===== config.mk =====
export PLATFORM = sky130hd
export DESIGN_NAME = biriscv_exec_pipe
export DESIGN_NICKNAME = d
export VERILOG_FILES = /design/src/rtl/biriscv_exec_pipe.sv
export SDC_FILE = /design/constraint.sdc
export NUM_CORES = 1
export LEC_CHECK = 0
export BUFFER_PORTS_ARGS = -buffer_cell sky130_fd_sc_hd__clkbuf_2
export CAP_MARGIN = 20
export CORE_ASPECT_RATIO = 1.5
export CORE_MARGIN = 1.5
export CORE_UTILIZATION = 60
export CTS_CLUSTER_SIZE = 24
export DETAILED_ROUTE_END_ITERATION = 7
export PLACE_DENSITY = 0.94
export SYNTH_ARGS = -nofsm -noshare
export SYNTH_HDL_FRONTEND = slang
export SYNTH_SLANG_ARGS = --single-unit

===== constraint.sdc =====
create_clock -name clk_i -period 13.5 [get_ports clk_i]
set_input_delay 4.05 -clock clk_i [delete_from_list [all_inputs] [get_ports clk_i]]
set_output_delay 4.05 -clock clk_i [all_outputs]
set_load 0.005 [all_outputs]

===== src/rtl/biriscv_exec_pipe.sv =====
// biriscv_exec_pipe: RV32I integer execute unit with a configurable-depth
// result pipeline, registered branch resolution and a same-cycle redirect.
// Optional build macro EXEC_SERIAL_SHIFT_EN: when defined, shifts with a
// non-zero amount run one bit per cycle through an IDLE/SHIFT state machine
// (stall_o high while shifting); otherwise a single-cycle barrel shifter is used.
module biriscv_exec_pipe #(
    parameter int RESULT_STAGES = 1
) (
    input  logic        clk_i,
    input  logic        rst_ni,
    input  logic        opcode_valid_i,
    input  logic [31:0] opcode_opcode_i,
    input  logic [31:0] opcode_pc_i,
    input  logic [4:0]  opcode_rd_idx_i,
    input  logic [4:0]  opcode_ra_idx_i,
    input  logic [31:0] opcode_ra_operand_i,
    input  logic [31:0] opcode_rb_operand_i,
    input  logic        hold_i,
    input  logic        ext_complete_i,
    input  logic [31:0] ext_result_i,
    output logic        stall_o,
    output logic        writeback_valid_o,
    output logic [4:0]  writeback_rd_idx_o,
    output logic [31:0] writeback_value_o,
    output logic        branch_request_o,
    output logic        branch_is_taken_o,
    output logic        branch_is_not_taken_o,
    output logic [31:0] branch_source_o,
    output logic [31:0] branch_pc_o,
    output logic        branch_is_call_o,
    output logic        branch_is_ret_o,
    output logic        branch_is_jmp_o,
    output logic        branch_d_request_o,
    output logic [31:0] branch_d_pc_o
);
    localparam int         LAST     = RESULT_STAGES - 1;
    localparam logic [6:0] OP_R     = 7'b0110011;
    localparam logic [6:0] OP_IMM   = 7'b0010011;
    localparam logic [6:0] OP_LUI   = 7'b0110111;
    localparam logic [6:0] OP_AUIPC = 7'b0010111;
    localparam logic [6:0] OP_JAL   = 7'b1101111;
    localparam logic [6:0] OP_JALR  = 7'b1100111;
    localparam logic [6:0] OP_BR    = 7'b1100011;

    // Shift helper shared by the barrel path and the one-bit serial step
    function automatic logic [31:0] shift_fn(input logic [31:0] val, input logic [4:0] amt,
                                             input logic right, input logic arith);
        logic [31:0] res;
        if (!right) begin
            res = val << amt;
        end else if (arith) begin
            res = $unsigned($signed(val) >>> amt);
        end else begin
            res = val >> amt;
        end
        return res;
    endfunction

    logic [6:0]  op_s;
    logic [2:0]  f3_s;
    logic [31:0] a_s, b_s, alu_b_s;
    logic [31:0] imm_i_s, imm_b_s, imm_j_s, imm_u_s;
    logic        stall_s, accept_s;

    assign op_s     = opcode_opcode_i[6:0];
    assign f3_s     = opcode_opcode_i[14:12];
    assign a_s      = opcode_ra_operand_i;
    assign b_s      = opcode_rb_operand_i;
    assign imm_i_s  = {{20{opcode_opcode_i[31]}}, opcode_opcode_i[31:20]};
    assign imm_b_s  = {{19{opcode_opcode_i[31]}}, opcode_opcode_i[31], opcode_opcode_i[7],
                       opcode_opcode_i[30:25], opcode_opcode_i[11:8], 1'b0};
    assign imm_j_s  = {{11{opcode_opcode_i[31]}}, opcode_opcode_i[31], opcode_opcode_i[19:12],
                       opcode_opcode_i[20], opcode_opcode_i[30:21], 1'b0};
    assign imm_u_s  = {opcode_opcode_i[31:12], 12'd0};
    assign alu_b_s  = (op_s == OP_IMM) ? imm_i_s : b_s;
    assign accept_s = opcode_valid_i & ~hold_i & ~stall_s;

    logic [31:0] result_s;

    // ALU result for the presented instruction (unknown opcodes give zero)
    always_comb begin
        result_s = 32'd0;
        case (op_s)
            OP_R, OP_IMM: begin
                case (f3_s)
                    3'b000:  result_s = ((op_s == OP_R) && opcode_opcode_i[30]) ? (a_s - alu_b_s) : (a_s + alu_b_s);
                    3'b001:  result_s = shift_fn(a_s, alu_b_s[4:0], 1'b0, 1'b0);
                    3'b010:  result_s = {31'd0, ($signed(a_s) < $signed(alu_b_s))};
                    3'b011:  result_s = {31'd0, (a_s < alu_b_s)};
                    3'b100:  result_s = a_s ^ alu_b_s;
                    3'b101:  result_s = shift_fn(a_s, alu_b_s[4:0], 1'b1, opcode_opcode_i[30]);
                    3'b110:  result_s = a_s | alu_b_s;
                    3'b111:  result_s = a_s & alu_b_s;
                    default: result_s = 32'd0;
                endcase
            end
            OP_LUI:          result_s = imm_u_s;
            OP_AUIPC:        result_s = opcode_pc_i + imm_u_s;
            OP_JAL, OP_JALR: result_s = opcode_pc_i + 32'd4;
            default:         result_s = 32'd0;
        endcase
    end

    logic        br_is_branch_s, br_taken_s, br_call_s, br_ret_s, br_jump_s, br_jmp_s;
    logic [31:0] br_target_s;

    // Branch/jump decode: condition, target and call/return classification
    always_comb begin
        br_is_branch_s = 1'b0;
        br_taken_s     = 1'b0;
        br_call_s      = 1'b0;
        br_ret_s       = 1'b0;
        br_jump_s      = 1'b0;
        br_target_s    = opcode_pc_i + imm_b_s;
        case (op_s)
            OP_BR: begin
                br_is_branch_s = 1'b1;
                case (f3_s)
                    3'b000:  br_taken_s = (a_s == b_s);
                    3'b001:  br_taken_s = (a_s != b_s);
                    3'b100:  br_taken_s = ($signed(a_s) <  $signed(b_s));
                    3'b101:  br_taken_s = ($signed(a_s) >= $signed(b_s));
                    3'b110:  br_taken_s = (a_s <  b_s);
                    3'b111:  br_taken_s = (a_s >= b_s);
                    default: br_is_branch_s = 1'b0;
                endcase
            end
            OP_JAL: begin
                br_is_branch_s = 1'b1;
                br_taken_s     = 1'b1;
                br_jump_s      = 1'b1;
                br_target_s    = opcode_pc_i + imm_j_s;
                br_call_s      = (opcode_rd_idx_i == 5'd1);
            end
            OP_JALR: begin
                br_is_branch_s = 1'b1;
                br_taken_s     = 1'b1;
                br_jump_s      = 1'b1;
                br_target_s    = (a_s + imm_i_s) & 32'hFFFF_FFFE;
                br_ret_s       = (opcode_ra_idx_i == 5'd1) && (imm_i_s == 32'd0);
                br_call_s      = (opcode_rd_idx_i == 5'd1) && !br_ret_s;
            end
            default: br_is_branch_s = 1'b0;
        endcase
        br_jmp_s = br_jump_s & ~br_call_s & ~br_ret_s;
    end

    assign branch_d_request_o = accept_s & br_taken_s;
    assign branch_d_pc_o      = br_target_s;

    // Registered branch outcome: one pulse per accepted branch, frozen by hold
    always_ff @(posedge clk_i or negedge rst_ni) begin
        if (!rst_ni) begin
            branch_request_o      <= 1'b0;
            branch_is_taken_o     <= 1'b0;
            branch_is_not_taken_o <= 1'b0;
            branch_is_call_o      <= 1'b0;
            branch_is_ret_o       <= 1'b0;
            branch_is_jmp_o       <= 1'b0;
            branch_source_o       <= 32'd0;
            branch_pc_o           <= 32'd0;
        end else if (!hold_i) begin
            if (accept_s && br_is_branch_s) begin
                branch_request_o      <= 1'b1;
                branch_is_taken_o     <= br_taken_s;
                branch_is_not_taken_o <= ~br_taken_s;
                branch_is_call_o      <= br_call_s;
                branch_is_ret_o       <= br_ret_s;
                branch_is_jmp_o       <= br_jmp_s;
                branch_source_o       <= opcode_pc_i;
                branch_pc_o           <= br_taken_s ? br_target_s : (opcode_pc_i + 32'd4);
            end else begin
                branch_request_o      <= 1'b0;
                branch_is_taken_o     <= 1'b0;
                branch_is_not_taken_o <= 1'b0;
                branch_is_call_o      <= 1'b0;
                branch_is_ret_o       <= 1'b0;
                branch_is_jmp_o       <= 1'b0;
            end
        end
    end

    logic        s0_valid_s;
    logic [4:0]  s0_rd_s;
    logic [31:0] s0_val_s;

`ifdef EXEC_SERIAL_SHIFT_EN
    typedef enum logic {ST_IDLE = 1'b0, ST_SHIFT = 1'b1} shift_state_t;
    shift_state_t state_r, state_next_s;
    logic [31:0]  sh_val_r, sh_step_s;
    logic [4:0]   sh_cnt_r, sh_rd_r;
    logic         sh_right_r, sh_arith_r;
    logic         ser_start_s, ser_done_s;

    assign ser_start_s = accept_s & ((op_s == OP_R) | (op_s == OP_IMM)) &
                         (f3_s[1:0] == 2'b01) & (alu_b_s[4:0] != 5'd0);
    assign ser_done_s  = (state_r == ST_SHIFT) & (sh_cnt_r == 5'd1) & ~hold_i;
    assign sh_step_s   = shift_fn(sh_val_r, 5'd1, sh_right_r, sh_arith_r);

    // Shift state register
    always_ff @(posedge clk_i or negedge rst_ni) begin
        if (!rst_ni) begin
            state_r <= ST_IDLE;
        end else begin
            state_r <= state_next_s;
        end
    end

    // Shift next-state: enter on a non-zero shift accept, leave on the last bit
    always_comb begin
        state_next_s = state_r;
        case (state_r)
            ST_IDLE:  state_next_s = ser_start_s ? ST_SHIFT : ST_IDLE;
            ST_SHIFT: state_next_s = ser_done_s ? ST_IDLE : ST_SHIFT;
            default:  state_next_s = ST_IDLE;
        endcase
    end

    // Shift outputs: block new instructions while a shift is iterating
    always_comb begin
        if (state_r == ST_SHIFT) begin
            stall_s = 1'b1;
        end else begin
            stall_s = 1'b0;
        end
    end

    // Serial shift datapath: latch operand on start, one bit per non-held cycle
    always_ff @(posedge clk_i or negedge rst_ni) begin
        if (!rst_ni) begin
            sh_val_r   <= 32'd0;
            sh_cnt_r   <= 5'd0;
            sh_rd_r    <= 5'd0;
            sh_right_r <= 1'b0;
            sh_arith_r <= 1'b0;
        end else if (!hold_i) begin
            if (ser_start_s) begin
                sh_val_r   <= a_s;
                sh_cnt_r   <= alu_b_s[4:0];
                sh_rd_r    <= opcode_rd_idx_i;
                sh_right_r <= f3_s[2];
                sh_arith_r <= opcode_opcode_i[30];
            end else if (state_r == ST_SHIFT) begin
                sh_val_r   <= sh_step_s;
                sh_cnt_r   <= sh_cnt_r - 5'd1;
            end
        end
    end

    // Stage 0 input: serial shift result takes the slot on its final step
    always_comb begin
        s0_valid_s = accept_s;
        s0_rd_s    = opcode_rd_idx_i;
        s0_val_s   = result_s;
        if (state_r == ST_SHIFT) begin
            s0_valid_s = (sh_cnt_r == 5'd1);
            s0_rd_s    = sh_rd_r;
            s0_val_s   = sh_step_s;
        end else if (ser_start_s) begin
            s0_valid_s = 1'b0;
        end else begin
            s0_valid_s = accept_s;
        end
    end
`else
    assign stall_s = 1'b0;

    // Stage 0 input: accepted instruction result, else a bubble
    always_comb begin
        s0_valid_s = accept_s;
        s0_rd_s    = opcode_rd_idx_i;
        s0_val_s   = result_s;
    end
`endif

    assign stall_o = stall_s;

    logic [RESULT_STAGES-1:0] stg_valid_r;
    logic [4:0]               stg_rd_r  [RESULT_STAGES];
    logic [31:0]              stg_val_r [RESULT_STAGES];

    // Result pipeline: all stages advance together unless held
    always_ff @(posedge clk_i or negedge rst_ni) begin
        if (!rst_ni) begin
            stg_valid_r <= {RESULT_STAGES{1'b0}};
            for (int i = 0; i < RESULT_STAGES; i++) begin
                stg_rd_r[i]  <= 5'd0;
                stg_val_r[i] <= 32'd0;
            end
        end else if (!hold_i) begin
            stg_valid_r[0] <= s0_valid_s;
            stg_rd_r[0]    <= s0_rd_s;
            stg_val_r[0]   <= s0_val_s;
            for (int i = 1; i < RESULT_STAGES; i++) begin
                stg_valid_r[i] <= stg_valid_r[i-1];
                stg_rd_r[i]    <= stg_rd_r[i-1];
                stg_val_r[i]   <= stg_val_r[i-1];
            end
        end
    end

    assign writeback_valid_o  = stg_valid_r[LAST] & (stg_rd_r[LAST] != 5'd0);
    assign writeback_rd_idx_o = stg_rd_r[LAST];
    assign writeback_value_o  = ext_complete_i ? ext_result_i : stg_val_r[LAST];

endmodule


==> metrics.txt, run 1 <==
vias in the first global route 26169; CTS buffer count 9; IO Pins 317; PostCTS Resize Cnt 0; top-area cell type share of the netlist area a little over an eighth; Placement Setup Slack 1.07 ns; # rows about 80; clk root buf clkbuf_16; input/output buffers roughly 320; largest net degree at the start of global routing between 80 and 90; Die Wd ~150 um; Initial Util 61.1%; Cell variety after synth 95; Synth Net Count 3328; DPL Wire Length 83100 um; Post CTS Setup Buffer Count 0; status aborted with a tool error; Yosys warning total 0; post-synthesis async set-or-reset flop share 100%; gr usage total 64.4%; hold_buf cts 0; first error [ERROR GRT-0116] Global routing finished with congestion. Check the congestion regions in the DRC Viewer.; CTS HTree Levels 3; syn_area_per_cell 6.94 sq um; number of flops mapped to enable cells by yosys 0; Overflow after GRT 52; Failed at global routing (5_1_grt); CTS sink cnt 108; Synth Flop Type dfrtp_1; Synth Register Bits 108; Placer Congestion 1.23; synthesized cell area 0.0204 sq mm; clk buf depth 2; most frequent cells after synthesis 341 x nand2_1, 282 x o21ai_0, 275 x nor2_1, 273 x a21oi_1, 203 x ha_1; largest cells by area after synthesis dfrtp_1 13%, ha_1 12%, o21ai_0 6.9%; Chip Height 229 um; register area share after synthesis 13.2%; first-pass GRT wire length 171000 um; cell taking the most area after synthesis dfrtp_1; Mapped Cells about 2900; most frequent cell after synthesis nand2_1
==> metal layers <==
| metal | global-route usage [%] | overflow |
|---|---|---|
| met5 | 3.78 | 0 |
| met2 | 89.1 | 22 |
| met3 | 32.9 | 0 |
| met4 | 67.4 | 29 |
| met1 | 67.3 | 1 |
==> cells by family after synthesis <==
logic type                 Yosys count  synth area share [%]
and+or+nand+nor                    947                  21.1
AOI/OAI and AO/OA                 1042                  32.3
other                                1                0.0183
buffers and inverters              356                  6.85
DFF                                108                  13.2
adders and majority gates          207                  12.8
muxes                              161                  8.43
xor gates and xnor gates           124                  5.31
==> stage by stage <==
| stage | cell area, sq um | std cells | hold slack (ns) |
|---|---|---|---|
| detailed placement | 22100 | 3533 | 0.457 |
| CTS | 22400 | 3549 | 0.477 |
| global placement | 22100 | 3533 | 0.450 |
| floorplan | 20400 | 2946 | 0.451 |
==> run 2, diff against run 1 <==
Settings changed: CORE_ASPECT_RATIO 1.5 to default, CORE_UTILIZATION 60 to 40, CTS_CLUSTER_SIZE 24 to default, PLACE_DENSITY 0.94 to default, PLACE_DENSITY_LB_ADDON from default to 0.15.
==> run 2 against run 1 <==
The run now ends clean. Synthesized cell count unchanged. Area after synthesis unchanged.
==> metrics.txt, run 2 <==
top-area cell type share of the netlist area 13.2% (unchanged); via count 25008; gr usage total 42.7%; Synth Net Count 3328 (unchanged); Reg2Reg Depth 5; largest cells by area after synthesis dfrtp_1 13%, ha_1 12%, o21ai_0 6.9%; CTS clk-pin slew, worst paths 0.08 ns; Inst Count DP 3794 (+7.4%); layout cells sized above 1 between 10% and 20%; Yosys warning total 0 (unchanged); die area 0.0525 sq mm; input/output buffers 315 (unchanged); Setup CP Type in -> out; first-pass GRT wire length 165000 um; vias per inst 6.56; Cell variety after synth 95 (unchanged); FF-to-FF Start stg_val_r[26]$_DFFE_PN0N_; vias in the first global route 23171; clk root buf clkbuf_16; DRC viols 0; routed wire length 116000 um; HP Start branch_source_o[19]$_DFFE_PN0P_; CP max FO 8; PostCTS Resize Cnt 0 (unchanged); status complete, no violations; most frequent cell after synthesis nand2_1; Final min period ~13 ns; most frequent cells in the layout 340 x nand2_1, 314 x clkbuf_2, 282 x o21ai_0; Setup-failing EPs final 0; IO Pins 317 (unchanged); Overflow after GRT 0; Placer Congestion 1.06 (-14%); FF-to-FF End stg_val_r[26]$_DFFE_PN0N_; startpoint types input port; CTS HTree Levels 3 (unchanged); initial antenna violation count 4; Data required, critical path 9.45 ns; Hold Crit Class reg -> reg; fmax 0.0796 GHz; CTS sink cnt 108 (unchanged); Final nets 3515; maximum vdd drop between 0.06 and 0.07 mV; clk_skew 0 ns; Initial Util 40.7% (-20 points); core area 0.0503 sq mm; Synth Register Bits 108 (unchanged); clock latency on the worst-skew pair 0.36 ns; CTS buffer count 9 (unchanged); Critical Path AT 8.51 ns; Lkg Pwr 10.8 nW; detailed-router iteration count before antenna repair 8; Hold Crit Endpoint branch_source_o[19]$_DFFE_PN0P_; Synth Flop Type dfrtp_1; crit share post-route 93.1%; commonest non-fill, non-tap cell in the layout nand2_1; Die Wd 229 um (+49%); most frequent cells after synthesis 341 x nand2_1, 282 x o21ai_0, 275 x nor2_1, 273 x a21oi_1, 203 x ha_1; largest net degree at the start of global routing 74; antenna-violating nets left 0; synthesized cell area 0.0204 sq mm (unchanged); CTS tree done; Max-slew headroom 21.5%; Chip Height 229 um (unchanged); RSZ-0062 raised after global routing no; reg2reg setup slack approximately 11 ns; Power Density just over 70 mW/mm^2; Worst Tran Pin Value 1.17 ns; P&R area growth vs syn 11.6%; DR iter-0 viols around 3700; hold depth 2; clk buf depth 2 (unchanged); max-slew violation count 0; Hold Vio Cnt, Final 0; fin cells about 3800; Fillers 5254; top flop regs branch_pc_o x32, branch_source_o x32, stg_val_r x32; number of flops mapped to enable cells by yosys 0 (unchanged); register area share after synthesis 13.2% (unchanged); DPL Wire Length 93800 um (+13%); wire per inst 30.4 um; Mapped Cells 2946 (unchanged); Worst Setup End Kind output port; cell taking the most area after synthesis dfrtp_1; post-synthesis async set-or-reset flop share 100% (unchanged); Max-Cap Viols 0; syn_area_per_cell 6.94 sq um (unchanged); setup TNS 0 ns; Post CTS Setup Buffer Count 0 (unchanged); hold_buf cts 0 (unchanged); # rows 82 (unchanged)
## run 2: layer usage
layer	up-vias	wire (um)	GRT usage, %
li1	11142	-	-
met1	11958	48800	58.4
met2	1645	47800	62.8
met3	263	12900	9.85
met4	0	6380	20.3
met5	-	0	0
## run 2: metrics by stage
| stage | total power [mW] | setup slack (ns) | hold WS, ns | util (%) | area (sq um) |
|---|---|---|---|---|---|
| 2_1_floorplan | 0.924 | 1.47 | 0.451 | - | 20400 |
| 3_3_place_gp | 1.32 | 1.12 | 0.450 | 44.8 | 22500 |
| 3_5_place_dp | 1.32 | 1.09 | 0.456 | 44.8 | 22500 |
| 4_1_cts | 1.59 | 1.06 | 0.474 | 45.4 | 22800 |
| 5_1_grt | 1.70 | 0.624 | 0.503 | 45.4 | 22800 |
| 6_report | 1.63 | 0.936 | 0.469 | 45.4 | 22800 |
## run 2: final cells by class
class / instances / area, sq um / area share (%)
Sequential cell: 108 / 2700 / 11.8
Clock buffer: 9 / 225 / 0.987
Multi-Input combinational cell: 2482 / 16400 / 71.9
Clock inverter: 7 / 66.3 / 0.291
Inverter: 169 / 634 / 2.78
Tap cell: 672 / 841 / 3.69
Antenna cell: 3 / 7.51 / 0.0329
Timing Repair Buffer: 363 / 1940 / 8.50
## run 2: worst max-delay path, cell delays in order
cell and delay, ns:
clkbuf_2 0.11, nand2_1 0.06, nor2_1 0.13, nand3_1 0.20
nor2_2 0.15, nand2_1 0.26, nand2_1 0.15, o21ai_0 0.09
ha_1 0.23, fa_1 0.41, a21o_1 0.20, a211oi_1 0.28
nor2_1 0.12, a211o_1 0.36, a221o_1 0.38, a31oi_1 0.34
or4_1 0.17, a21oi_1 0.07, or3_1 0.35, and2_1 0.26
clkbuf_2 0.15
## run 2: worst max-delay path by stage
stage,startpoint,end,slack [ns],depth (start not counted)
2_1_floorplan,opcode_opcode_i[1],branch_d_pc_o[31],1.47,20
3_3_place_gp,opcode_opcode_i[1],branch_d_pc_o[31],1.12,21
3_5_place_dp,opcode_opcode_i[1],branch_d_pc_o[31],1.09,21
4_1_cts,opcode_opcode_i[1],branch_d_pc_o[31],1.06,21
5_1_grt,opcode_opcode_i[0],branch_d_pc_o[31],0.62,21
6_report,opcode_opcode_i[1],branch_d_pc_o[31],0.94,21
## run 2: power breakdown
part	switching [mW]	internal, mW	total [mW]
registers	0.0171	0.350	0.367
clock network	0.140	0.131	0.271
logic	0.664	0.328	0.992
total	0.822	0.808	1.63
## run 2: cell families (layout without fill, tap and decap cells)
family,count (synthesis),count (layout),share of synthesized area [%]
adder cells (fa/ha/maj),207,207,12.8
other,1,4,0.0183
AND/OR/NAND/NOR,947,947,21.1
buffers and inverters,356,548,6.85
AO/OA/AOI/OAI,1042,1042,32.3
XOR/XNOR,124,124,5.31
flip-flops,108,108,13.2
multiplexers,161,161,8.43
Note: power is estimated with default switching activity, not from simulation.
==> run 3, diff against run 2 <==
Settings changed: CELL_PAD_IN_SITES_DETAIL_PLACEMENT from default to 0, CELL_PAD_IN_SITES_GLOBAL_PLACEMENT from default to 1.
Clock period 13.5 ns to 12.4 ns, I/O delays scaled along.
==> run 3 against run 2 <==
Clock power rose by 13%. Final area barely moved. Power rose by 9.2%. Worst hold slack improved by 0.0028 ns. Utilization barely moved. Die area did not move. Non-clock buffer count fell by 1. Combinational power rose by 8%. Critical path type unchanged. Largest cell class unchanged.
==> metrics.txt, run 3 (synthesized netlist as in run 2, its figures left out) <==
DR iter-0 viols 3608 (-2.0%); FF-to-FF End stg_val_r[22]$_DFFE_PN0N_; clk root buf clkbuf_16; hold_buf cts 0 (unchanged); via count 25145 (+0.55%); routed wire length 116000 um (-0.23%); setup TNS 0 ns (unchanged); startpoint types input port; Max-Cap Viols 0 (unchanged); clock latency on the worst-skew pair 0.37 ns (about the same); Initial Util 40.7% (unchanged); Setup CP Type in -> out; worst setup path start opcode_opcode_i[1]; core area 0.0503 sq mm (unchanged); reg2reg setup slack 10.24 ns (-1.13 ns); Post CTS Setup Buffer Count 0 (unchanged); Worst Setup End Kind output port; IO Pins 317 (unchanged); P&R area growth vs syn 11.6% (about the same); detailed-router iteration count before antenna repair 6 (-2); largest net degree at the start of global routing 79 (+6.8%); status complete, no violations; FF-to-FF Start stg_val_r[22]$_DFFE_PN0N_; HP Start branch_source_o[15]$_DFFE_PN0P_; vias in the first global route 22830 (-1.5%); Fillers 5385 (+2.5%); Critical Path AT 8.05 ns (-0.46 ns); Overflow after GRT 0 (unchanged); Chip Height 229 um (unchanged); CTS buffer count 9 (unchanged); Placer Congestion 1.08 (+2.5%); RSZ-0062 raised after global routing no; DRC viols 0 (unchanged); layout cells sized above 1 15.7% (-0.091 points); vias per inst 6.60 (+0.57%); DPL Wire Length 94300 um (+0.55%); antenna-violating nets left 0 (unchanged); Max-slew headroom 18.3% (-3.2 points); CTS HTree Levels 3 (unchanged); Reg2Reg Depth 4 (-1); Lkg Pwr 10.8 nW (about the same); first-pass GRT wire length 164000 um (-0.73%); CP Capture Point branch_d_pc_o[31]; Hold Vio Cnt, Final 0 (unchanged); input/output buffers 315 (unchanged); PostCTS Resize Cnt 0 (unchanged); CTS tree done; crit share post-route 94.9%; initial antenna violation count 6 (+2); clk buf depth 2 (unchanged); Worst Tran Pin Value 1.21 ns (+0.0432 ns); CTS sink cnt 108 (unchanged); Final min period 11.77 ns; max-slew violation count 0 (unchanged); Data required, critical path 8.68 ns (-0.77 ns); CTS clk-pin slew, worst paths 0.08 ns (about the same); # rows 82 (unchanged); Power Density 78.0 mW/mm^2 (+9.1%); CP max FO 8 (unchanged); top flop regs branch_pc_o x32, branch_source_o x32, stg_val_r x32; commonest non-fill, non-tap cell in the layout nand2_1; fin cells 3812 (-0.026%); Die Wd 229 um (unchanged); fmax 0.0850 GHz; most frequent cells in the layout 340 x nand2_1, 314 x clkbuf_2, 282 x o21ai_0; maximum vdd drop 0.0696 mV (+14%); Hold Crit Class reg -> reg; wire per inst 30.3 um (-0.20%); gr usage total 42.4% (-0.32 points); clk_skew 0 ns (unchanged); die area 0.0525 sq mm (unchanged); Final nets 3514 (-0.028%); Setup-failing EPs final 0 (unchanged); Inst Count DP 3792 (-0.053%)
-- run 3: changes by cell type in the layout (fill, tap and decap cells not counted), sizes merged --
cell / before / now
buf: 49 / 47
clkinvlp: 2 / 0
clkinv: 2 / 5
clkbuf: 323 / 324
inv: 172 / 171
-- run 3: critical path: stages --
cell	delay, ns
clkbuf_2	0.11
nand2_1	0.05
nor2_1	0.14
nand3_1	0.20
nor2_2	0.30
nand2_1	0.25
nand2_1	0.12
o21ai_0	0.09
ha_1	0.22
fa_1	0.41
a21o_1	0.19
a211oi_1	0.26
nor2_1	0.11
a211o_1	0.35
a221o_1	0.36
a31oi_1	0.32
or4_1	0.17
a21oi_1	0.07
or3_1	0.33
and2_1	0.17
clkbuf_2	0.11
-- run 3: worst min path at each step --
stage / end / cells after the start
2_1_floorplan: stg_valid_r$_DFFE_PN0N_ / 2
3_3_place_gp: branch_source_o[19]$_DFFE_PN0P_ / 2
3_5_place_dp: branch_source_o[19]$_DFFE_PN0P_ / 2
4_1_cts: branch_source_o[19]$_DFFE_PN0P_ / 2
5_1_grt: branch_source_o[6]$_DFFE_PN0P_ / 2
6_report: branch_source_o[15]$_DFFE_PN0P_ / 2
-- run 3: report_power, final --
part	internal, mW	leakage, nW	total (mW)	switching (mW)
logic	0.356	9.23	1.07	0.716
clock network	0.147	0.154	0.307	0.159
registers	0.381	1.46	0.401	0.0201
-- run 3: area by class of cell --
cell class / instances / area [sq um] / share of cell area, %
timing repair buffer: 362 / 1930 / 8.46
clock buffer: 9 / 225 / 0.987
multi-input combinational: 2482 / 16400 / 71.8
sequential: 108 / 2700 / 11.8
antenna: 3 / 7.51 / 0.0329
tap: 672 / 841 / 3.68
inverter: 169 / 634 / 2.78
clock inverter: 7 / 93.8 / 0.411
-- run 3: stage by stage --
step           instance area (sq um)  power, mW  hold slack, ns  setup slack [ns]  util, %
4_1_cts                        22800       1.74           0.478             0.653     45.4
3_3_place_gp                   22500       1.43           0.450             0.737     44.7
5_1_grt                        22800       1.86           0.501             0.290     45.4
6_report                       22800       1.78           0.472             0.629     45.4
3_5_place_dp                   22500       1.43           0.460             0.697     44.7
2_1_floorplan                  20400       1.01           0.451              1.03        -
-- run 3: layer usage --
metal  share of wire (%)  track usage [%]  wire length, um
met5               0.046                0               53
met4                 5.1             19.0             5880
met3                  12             12.1            14400
met2                  41             62.0            47600
met1                  41             57.4            47700
